$ cat src/rtl/uart_rx_core.sv
// Oversampling 8N1-style UART receiver driven by a divider clock-enable.
// Start-bit qualification, mid-bit 3-sample majority vote, framing/break detection.
module uart_rx_core #(
    parameter int DATA_BITS  = 8,
    parameter int OVERSAMPLE = 16
) (
    input  logic                 clk,
    input  logic                 rst_n,
    input  logic                 sample_clken,
    input  logic                 rxd,
    output logic [DATA_BITS-1:0] rx_data,
    output logic                 rx_valid,
    output logic                 rx_frame_err,
    output logic                 rx_busy
);

    localparam int TW = $clog2(OVERSAMPLE);
    localparam int BW = (DATA_BITS > 1) ? $clog2(DATA_BITS) : 1;
    localparam logic [TW-1:0] TICK_MID  = TW'(OVERSAMPLE / 2 - 1);
    localparam logic [TW-1:0] TICK_END  = TW'(OVERSAMPLE - 1);
    localparam logic [BW-1:0] BIDX_LAST = BW'(DATA_BITS - 1);

    typedef enum logic [2:0] {
        S_IDLE,
        S_START,
        S_DATA,
        S_STOP,
        S_BREAK
    } state_e;

    state_e               state_q, state_d;
    logic [TW-1:0]        tick_q, tick_d;
    logic [BW-1:0]        bidx_q, bidx_d;
    logic [DATA_BITS-1:0] shreg_q, shreg_d;
    logic [2:0]           win_q, win_d;
    logic                 meta_q, meta_d;
    logic                 rxd_s_q, rxd_s_d;
    logic [DATA_BITS-1:0] rx_data_q, rx_data_d;
    logic                 rx_valid_q, rx_valid_d;
    logic                 rx_frame_err_q, rx_frame_err_d;
    logic                 vote;

    assign vote = (win_q[0] & win_q[1]) |
                  (win_q[0] & win_q[2]) |
                  (win_q[1] & win_q[2]);

    always_comb begin
        state_d        = state_q;
        tick_d         = tick_q;
        bidx_d         = bidx_q;
        shreg_d        = shreg_q;
        win_d          = win_q;
        meta_d         = rxd;
        rxd_s_d        = meta_q;
        rx_data_d      = rx_data_q;
        rx_valid_d     = 1'b0;
        rx_frame_err_d = 1'b0;

        if (sample_clken) begin
            win_d  = {win_q[1:0], rxd_s_q};
            tick_d = (tick_q == TICK_END) ? '0 : tick_q + TW'(1);
            unique case (state_q)
                S_IDLE: begin
                    tick_d = '0;
                    if (!rxd_s_q) begin
                        state_d = S_START;
                    end
                end
                S_START: begin
                    if (tick_q == TICK_MID) begin
                        tick_d  = '0;
                        bidx_d  = '0;
                        state_d = vote ? S_IDLE : S_DATA;
                    end
                end
                S_DATA: begin
                    if (tick_q == TICK_END) begin
                        shreg_d = {vote, shreg_q[DATA_BITS-1:1]};
                        bidx_d  = bidx_q + BW'(1);
                        if (bidx_q == BIDX_LAST) begin
                            bidx_d  = '0;
                            state_d = S_STOP;
                        end
                    end
                end
                S_STOP: begin
                    if (tick_q == TICK_END) begin
                        tick_d = '0;
                        if (vote) begin
                            rx_data_d  = shreg_q;
                            rx_valid_d = 1'b1;
                            state_d    = S_IDLE;
                        end else begin
                            rx_frame_err_d = 1'b1;
                            state_d        = S_BREAK;
                        end
                    end
                end
                S_BREAK: begin
                    // Stay here while the line is held low so a break yields one error only
                    tick_d = '0;
                    if (rxd_s_q) begin
                        state_d = S_IDLE;
                    end
                end
                default: begin
                    tick_d  = '0;
                    state_d = S_IDLE;
                end
            endcase
        end
    end

    always_ff @(posedge clk) begin
        if (!rst_n) begin
            state_q        <= S_IDLE;
            tick_q         <= '0;
            bidx_q         <= '0;
            shreg_q        <= '0;
            win_q          <= 3'b111;
            meta_q         <= 1'b1;
            rxd_s_q        <= 1'b1;
            rx_data_q      <= '0;
            rx_valid_q     <= 1'b0;
            rx_frame_err_q <= 1'b0;
        end else begin
            state_q        <= state_d;
            tick_q         <= tick_d;
            bidx_q         <= bidx_d;
            shreg_q        <= shreg_d;
            win_q          <= win_d;
            meta_q         <= meta_d;
            rxd_s_q        <= rxd_s_d;
            rx_data_q      <= rx_data_d;
            rx_valid_q     <= rx_valid_d;
            rx_frame_err_q <= rx_frame_err_d;
        end
    end

    assign rx_data      = rx_data_q;
    assign rx_valid     = rx_valid_q;
    assign rx_frame_err = rx_frame_err_q;
    assign rx_busy      = (state_q != S_IDLE);

endmodule
$ cat config.mk
export PLATFORM = sky130hd
export DESIGN_NAME = uart_rx_core
export DESIGN_NICKNAME = d
export VERILOG_FILES = /design/src/rtl/uart_rx_core.sv
export SDC_FILE = /design/constraint.sdc
export NUM_CORES = 1
export LEC_CHECK = 0
export ABC_AREA = 1
export CELL_PAD_IN_SITES_DETAIL_PLACEMENT = 1
export CELL_PAD_IN_SITES_GLOBAL_PLACEMENT = 1
export CORE_MARGIN = 1
export CORE_UTILIZATION = 36
export DETAILED_ROUTE_END_ITERATION = 6
export DONT_BUFFER_PORTS = 1
export GPL_TIMING_DRIVEN = 1
export HOLD_SLACK_MARGIN = 0.03
export PLACE_DENSITY = 0.74
export SLEW_MARGIN = 20
export SYNTH_ARGS = -nofsm -noshare
export SYNTH_HDL_FRONTEND = slang
export SYNTH_SLANG_ARGS = --single-unit
$ cat constraint.sdc
create_clock -name clk -period 1.7 [get_ports clk]
set_input_delay 0.17 -clock clk [delete_from_list [all_inputs] [get_ports clk]]
set_output_delay 0.17 -clock clk [all_outputs]
set_load 0.1 [all_outputs]
==> flow_metrics.tcl, run 1 <==
set metrics [dict create \
    outcome "complete, no violations" \
    cts_max_level 2 \
    synth_area_um2 1420 \
    ios 15 \
    relSlewSlack_pct 60.0 \
    synth_common_cells "nor2_1 (42), dfxtp_1 (33), nand2_1 (24)" \
    tightest_slew_ns 0.594 \
    ir_worst_vdd_mv 0.511 \
    seq_area_frac_synth_pct 46.6 \
    antenna_left 0 \
    required_ns 1.91 \
    grt_usage_pct 19.6 \
    drc 0 \
    start_util_pct 38.1 \
    endpoint_kind "flop" \
    dieArea_um2 4190 \
    gp_congestion 0.821 \
    syn-num-nets 193 \
    rows 22 \
    clock-sinks 33 \
    grt_pass1_wl_um 6090 \
    cts_root_buffer "clkbuf_8" \
    final_cells 258 \
    synth_cell_types 25 \
    synth_ff_type "dfxtp_1" \
    hold_viol 0 \
    dp.cells 242 \
    yosys_warnings 0 \
    synthCells 186 \
    grt-ovfl-total 0 \
    fillers 472 \
    dp_hpwl_um 2550 \
    avgSynthCellArea_um2 7.61 \
    design_area_um2 1720 \
    drt-pass1-iter-count 4 \
    grt_max_degree 14 \
    postSynth.asyncResetShare_pct 0 \
    drive_gt1_share_pct 19.5 \
    crit_fanout 5 \
    nNetsFinal 216 \
    area_growth_pct 21.7 \
    yosysMostFrequentCell "nor2_1" \
    n_antenna_cell 0 \
    power_leakage_nw 0.781 \
    p_total_mw 2.18 \
    hold_path_class "primary input to flop" \
    crit_type "flop to flop" \
    cts_tree "yes" \
    setup_viol 0 \
    p_per_area_nw_per_um2 1260 \
    fin_ws_ns 0.122 \
    yosysTopAreaCellShare_pct 46.6 \
    cts-buffers-inserted 5 \
    clkTransAtPathRegs_ns 0.07 \
    pre_cts_ws_ns 0.0591 \
    finalCriticalPeriod_ns 1.58 \
    wl_um 3600 \
    critical_path_arrival_ns 1.79 \
    vias_per_cell 5.01 \
    clock_skew_ns 0.00710 \
    fp.dieH_um 64.7 \
    clk-insertion-delay-late_ns 0.28 \
    die_width_um 64.7 \
    drv_cap 0 \
    synth_seq_cells 33 \
    antenna_found_initial 0 \
    rsz0062_at_grt "no" \
    synthTopCellsByArea "dfxtp_1 (47%), nor2_1 (11%), o21ai_0 (6.4%)" \
    synth-edff-count 0 \
    maxSlewViolCount 0 \
    core_area_um2 3720 \
    placed_area_um2 1550 \
    wl_per_cell_um 14.0 \
    max_freq_ghz 0.634 \
    clock_path_buffers 2 \
    crit_path_start_kind "flop" \
    fin_crit_sh_pct 92.8 \
    grt_pass1_vias 1290 \
    fin_tns_setup_ns 0 \
    initialDrtViolationCount 43 \
    port_buffers 0 \
    yosys.area.top_type "dfxtp_1" \
    vias 1293 \
]
layout by cell type, fill, tap and decap left out, types with 3 or more instances in the layout:
cell type,netlist,final
inv_2,3,3
clkbuf_8,0,7
o21ai_0,18,18
nor2_2,3,4
dfxtp_1,33,32
buf_4,0,16
nand3_1,10,10
inv_1,13,13
ha_1,3,3
o22a_1,3,3
o21ai_1,4,4
dlygate4sd3_1,0,4
a21oi_1,10,10
nand2_1,24,24
nor2_1,42,41
state kept, by name, indices dropped and copies added (netlist names), 3 cells and up:
name and cells:
state_q 3, rx_data 8, shreg_q 8, win_q 3, tick_q 4, bidx_q 3
area by class of cell:
type | count | area (µm²) | share of cell area (%)
multi-input cells | 133 | 681 | 39.5
well taps | 48 | 60.1 | 3.48
inverters | 16 | 60.1 | 3.48
clock buffers | 7 | 96.3 | 5.59
repair buffers | 20 | 160 | 9.29
flip-flops and latches | 33 | 662 | 38.4
clock inverters | 1 | 5.00 | 0.290
through the flow:
step,util [%],hold slack (ns)
final,46.4,0.0347
after global routing,46.4,0.0402
after CTS,45.5,0.0327
after detailed placement,41.7,0.280
after global placement,41.7,0.276
after floorplan,-,0.277
layer usage:
metal,vias up,track usage [%],wire [µm]
li1,655,-,-
met1,616,24.9,1710
met4,0,5.83,48
met3,5,6.69,126
met5,-,0,0
met2,17,31.0,1720
timing repair:
item / 4_1_cts / 5_1_grt
endpoints found under the hold margin: 15 / 0
setup endpoints to repair: 0 / 10
setup buffers: 0 / 4
resized for setup: 0 / 2
hold buffers: 4 / 0
kinds of logic after synthesis:
| family | count (synthesis) | synth area share (%) |
|---|---|---|
| compound gates | 39 | 15.3 |
| buf+inv | 20 | 5.48 |
| fa+ha+maj | 4 | 3.36 |
| flops | 33 | 46.6 |
| simple gates | 90 | 29.2 |
path summary, 6_finish.rpt:
check	end	slack, ns	cells after the start	startpoint
worst max-delay path	rx_data[6]	0.12	8	tick_q[1]
worst max register to register	rx_data[6]	0.12	8	tick_q[1]
worst min register to register	rxd_s_q	0.42	1	meta_q
worst min-delay path	rx_data[1]	0.03	2	rst_n
where the power goes:
part           switching, mW  leakage, nW  internal, mW
registers             0.0653        0.267         0.811
clock network          0.275       0.0542         0.366
logic                  0.486        0.459         0.174
critical path, stage by stage, from the launching register on:
cell and delay [ns]:
dfxtp_1 0.36, ha_1 0.21, nand3_2 0.17, nor2_2 0.18
nand2_2 0.08, nor2_4 0.15, buf_4 0.15, o21ai_0 0.09
nor2_1 0.13
Power figures use the tool's default switching activity.
==> run 2, diff against run 1 <==
- clock period: 1.7 -> 1.95 ns (I/O delays scaled with it)
==> run 2 against run 1 <==
Core utilization fell by 0.61 points. Routed wire length fell by 5.9%. Final cell count fell by 1.9%. Design area fell by 1.3%. Global-route usage fell by 1.0 points. Non-clock buffer count fell by 5. Combinational power fell by 15%. Clock-buffer cell count fell by 1. Worst setup slack improved by 0.14 ns. Sequential share of layout area rose by 0.43 points.
==> flow_metrics.tcl, run 2 (synthesis gave the netlist of run 1 again) <==
set metrics [dict create \
    grt_max_degree 22 \
    grt_pass1_wl_um 5840 \
    core_area_um2 3720 \
    antenna_found_initial 0 \
    vias_per_cell 4.97 \
    dp.cells 241 \
    cts.repair.resized 0 \
    setup_viol 0 \
    initialDrtViolationCount 39 \
    gp_congestion 0.819 \
    final_cells 253 \
    outcome "complete, no violations" \
    maxSlewViolCount 0 \
    antenna_left 0 \
    drive_gt1_share_pct 16.6 \
    drv_cap 0 \
    cts_tree "yes" \
    relSlewSlack_pct 53.8 \
    ios 15 \
    clock_path_buffers 2 \
    rows 22 \
    clk-insertion-delay-late_ns 0.29 \
    p_total_mw 2.00 \
    fin_tns_setup_ns 0 \
    cts-buffers-inserted 5 \
    critical_path_arrival_ns 1.86 \
    hold_path_class "primary input to flop" \
    crit_type "flop to flop" \
    tightest_slew_ns 0.686 \
    clock-sinks 33 \
    power_leakage_nw 0.755 \
    final_cell_mix "nor2_1 (42), dfxtp_1 (33), nand2_1 (24)" \
    grt_usage_pct 18.6 \
    crit_path_start_kind "flop" \
    port_buffers 0 \
    p_per_area_nw_per_um2 1170 \
    fin_ws_ns 0.261 \
    required_ns 2.12 \
    n_antenna_cell 0 \
    fin_crit_sh_pct 86.6 \
    nNetsFinal 211 \
    finalCriticalPeriod_ns 1.69 \
    drc 0 \
    fillers 469 \
    area_growth_pct 20.1 \
    endpoint_kind "flop" \
    clock_skew_ns 0.00734 \
    pre_cts_ws_ns 0.278 \
    cts_root_buffer "clkbuf_8" \
    die_width_um 64.7 \
    wl_um 3390 \
    dieArea_um2 4190 \
    cts_max_level 2 \
    rsz0062_at_grt "no" \
    fp.dieH_um 64.7 \
    ir_worst_vdd_mv 0.458 \
    grt_pass1_vias 1256 \
    dp_hpwl_um 2480 \
    crit_fanout 9 \
    vias 1258 \
    grt-ovfl-total 0 \
    wl_per_cell_um 13.4 \
    start_util_pct 38.1 \
    hold_viol 0 \
    drt-pass1-iter-count 4 \
    max_freq_ghz 0.592 \
    clkTransAtPathRegs_ns 0.07 \
    mostFrequentLayoutCell "nor2_1" \
    hold_ws_ns 0.0384 \
]
run 2: cell count changes in the layout (fill, tap and decap cells not counted):
cell,change
buf_4,-5
bufinv_16,+1
clkbuf_8,-1
clkinv_2,-1
clkinvlp_4,+1
dfxtp_1,+1
dfxtp_2,-1
nor2_1,+1
nor2_2,-1
run 2: timing repair:
| item | CTS | global route |
|---|---|---|
| hold buffers | 3 | 1 |
| buffers inserted | 0 | 0 |
| endpoints found under the hold margin | 4 | 1 |
run 2: final cells by class:
cell class	instances	area (µm²)	share of cell area [%]
timing repair buffer	15	123	7.21
clock inverter	2	37.5	2.21
inverter	16	60.1	3.53
clock buffer	6	82.6	4.85
tap	48	60.1	3.53
sequential	33	661	38.8
multi-input combinational	133	678	39.9
run 2: final timing paths:
kind                                start         end  slack (ns)  cells past startpoint
worst min-delay path                rst_n  state_q[1]        0.04                      2
worst max register to register  tick_q[0]  rx_data[1]        0.26                      8
worst max-delay path            tick_q[0]  rx_data[1]        0.26                      8
worst min register to register     meta_q     rxd_s_q        0.42                      1
run 2: metrics by stage:
stage	cell area [µm²]	util, %
finish	1700	45.8
global route	1700	45.8
CTS	1690	45.5
detailed placement	1540	41.5
global placement	1540	41.5
floorplan	1420	-
run 2: metal layers:
metal	wire length [µm]	vias to the layer above	global-route usage, %
li1	-	645	-
met1	1630	592	23.0
met2	1620	16	29.8
met3	98	5	6.16
met4	45	0	6.39
met5	0	-	0
run 2: power by group:
group / switching [mW] / total [mW] / internal (mW)
combinational: 0.410 / 0.559 / 0.149
sequential: 0.0586 / 0.765 / 0.706
clock: 0.257 / 0.673 / 0.415
total: 0.726 / 2.00 / 1.27
run 2: critical path: stages (launching register included):
cell	delay, ns
dfxtp_1	0.39
ha_1	0.23
nand3_2	0.18
nor2_2	0.20
nand2_2	0.08
nor2_4	0.21
inv_2	0.11
nor2_1	0.11
nor2_1	0.06
==> run 3, diff against run 2 <==
- CORE_MARGIN: 1 -> 3
==> run 3 against run 2 <==
Final cell count unchanged. Clock skew down 0.0016 ns. Design area down 0.29%. Flip-flop and latch count unchanged. Fmax down 0.15%. Sequential share of layout area up 0.11 points. Clock power down 3.6%. Critical path depth unchanged. Global-route usage down 0.44 points. Combinational power about the same. Non-clock buffer count unchanged. Largest power group unchanged.
==> flow_metrics.tcl, run 3 (synthesis gave the netlist of run 1 again) <==
set metrics [dict create \
    n_antenna_cell 0 \
    dieArea_um2 4720 \
    antenna_left 0 \
    grt_usage_pct 18.1 \
    ff_latch_area_um2 661 \
    max_freq_ghz 0.591 \
    fin_tns_setup_ns 0 \
    setup_viol 0 \
    grt_max_degree 20 \
    mostFrequentLayoutCell "nor2_1" \
    drc 0 \
    grt_pass1_wl_um 6110 \
    fillers 473 \
    clock-sinks 33 \
    clkTransAtPathRegs_ns 0.07 \
    outcome "complete, no violations" \
    postCtsSetupBuffers 0 \
    hold_end "state_q[1]" \
    cts_max_level 2 \
    rsz0062_at_grt "no" \
    wl_um 3640 \
    tightest_slew_ns 0.650 \
    nNetsFinal 211 \
    area_growth_pct 19.8 \
    timing.rr.end "rx_data[2]" \
    ir_worst_vdd_mv 0.427 \
    cts_tree "yes" \
    drv_cap 0 \
    worstReg2RegStart "tick_q[0]" \
    hold_viol 0 \
    cts-buffers-inserted 5 \
    gp_congestion 0.843 \
    clock_skew_ns 0.00573 \
    initialDrtViolationCount 41 \
    cts_root_buffer "clkbuf_8" \
    port_buffers 0 \
    r2r_setup_slack_ns 0.26 \
    crit_path_start_kind "flop" \
    clk-insertion-delay-late_ns 0.29 \
    dp_hpwl_um 2600 \
    die_width_um 68.7 \
    drive_gt1_share_pct 16.6 \
    reg2reg_depth 8 \
    relSlewSlack_pct 56.2 \
    fin_util_pct 45.7 \
    antenna_found_initial 0 \
    required_ns 2.13 \
    vias 1276 \
    power_leakage_nw 0.752 \
    fp.dieH_um 68.7 \
    rows 22 \
    core_area_um2 3720 \
    endpoint_kind "flop" \
    final_cell_mix "nor2_1 (42), dfxtp_1 (33), nand2_1 (24)" \
    multi_input_area_um2 678 \
    grt_pass1_vias 1279 \
    vias_per_cell 5.04 \
    p_per_area_nw_per_um2 1160 \
    finalCriticalPeriod_ns 1.69 \
    clock_path_buffers 2 \
    hold_depth 2 \
    hold_start "rst_n" \
    critical_path_arrival_ns 1.87 \
    grt-ovfl-total 0 \
    drt-pass1-iter-count 4 \
    fin_crit_sh_pct 86.7 \
    start_util_pct 38.1 \
    wl_per_cell_um 14.4 \
    ios 15 \
    crit_fanout 9 \
    hold_path_class "primary input to flop" \
    maxSlewViolCount 0 \
    crit_type "flop to flop" \
]
-- run 3: cell count changes in the layout (fill, tap and decap cells not counted) --
| cell | previous run | this run |
|---|---|---|
| clkbuf_8 | 6 | 5 |
| clkinv_4 | 0 | 1 |
-- run 3: per-stage QoR --
step / worst slack, ns / area, µm² / hold WS [ns] / std cells / power, mW
detailed placement: 0.267 / 1540 / 0.301 / 241 / 1.33
global route: 0.0607 / 1700 / 0.0313 / 253 / 2.10
finish: 0.259 / 1700 / 0.0315 / 253 / 1.98
global placement: 0.375 / 1540 / 0.302 / 241 / 1.31
floorplan: 0.547 / 1420 / 0.302 / 186 / 1.22
CTS: 0.253 / 1690 / 0.0307 / 252 / 1.99
-- run 3: worst max-delay path, stage by stage, from the launching register on --
cell and delay (ns):
dfxtp_1 0.40, ha_1 0.23, nand3_2 0.17, nor2_2 0.19, nand2_2 0.08, nor2_4 0.22, inv_2 0.11, nor2_1 0.12
nor2_1 0.07
-- run 3: how the worst max path moves through the flow --
stage                      end  slack, ns      start  cells after the start
floorplan           rx_data[1]       0.55  tick_q[0]                      8
global placement    rx_data[7]       0.37  tick_q[0]                      8
detailed placement  rx_data[2]       0.27  tick_q[0]                      8
CTS                 rx_data[2]       0.25  tick_q[0]                      8
global route        rx_data[2]       0.06  tick_q[0]                      8
finish              rx_data[2]       0.26  tick_q[0]                      8
-- run 3: cell type report --
cell class / count / share of cell area (%)
clock inverters: 3 / 2.73
multi-input cells: 133 / 40.0
clock buffers: 5 / 4.06
flip-flops and latches: 33 / 38.9
inverters: 16 / 3.54
repair buffers: 15 / 7.23
well taps: 48 / 3.54
-- run 3: power by group --
group	internal, mW	switching (mW)	leakage (nW)	total (mW)
Combinational	0.149	0.413	0.430	0.562
Sequential	0.706	0.0576	0.267	0.764
Clock	0.382	0.267	0.0543	0.649
-- run 3: layer usage --
layer	global-route usage [%]	up-vias	share of wire, %
li1	-	645	-
met3	5.19	9	3.0
met1	21.4	604	46
met4	8.27	0	2.3
met5	0	-	0
met2	30.3	18	49
-- run 3: what timing repair did --
action / in CTS / in global routing
gates resized for setup: 0 / 0
hold endpoints to repair: 6 / 1
hold buffers: 3 / 1
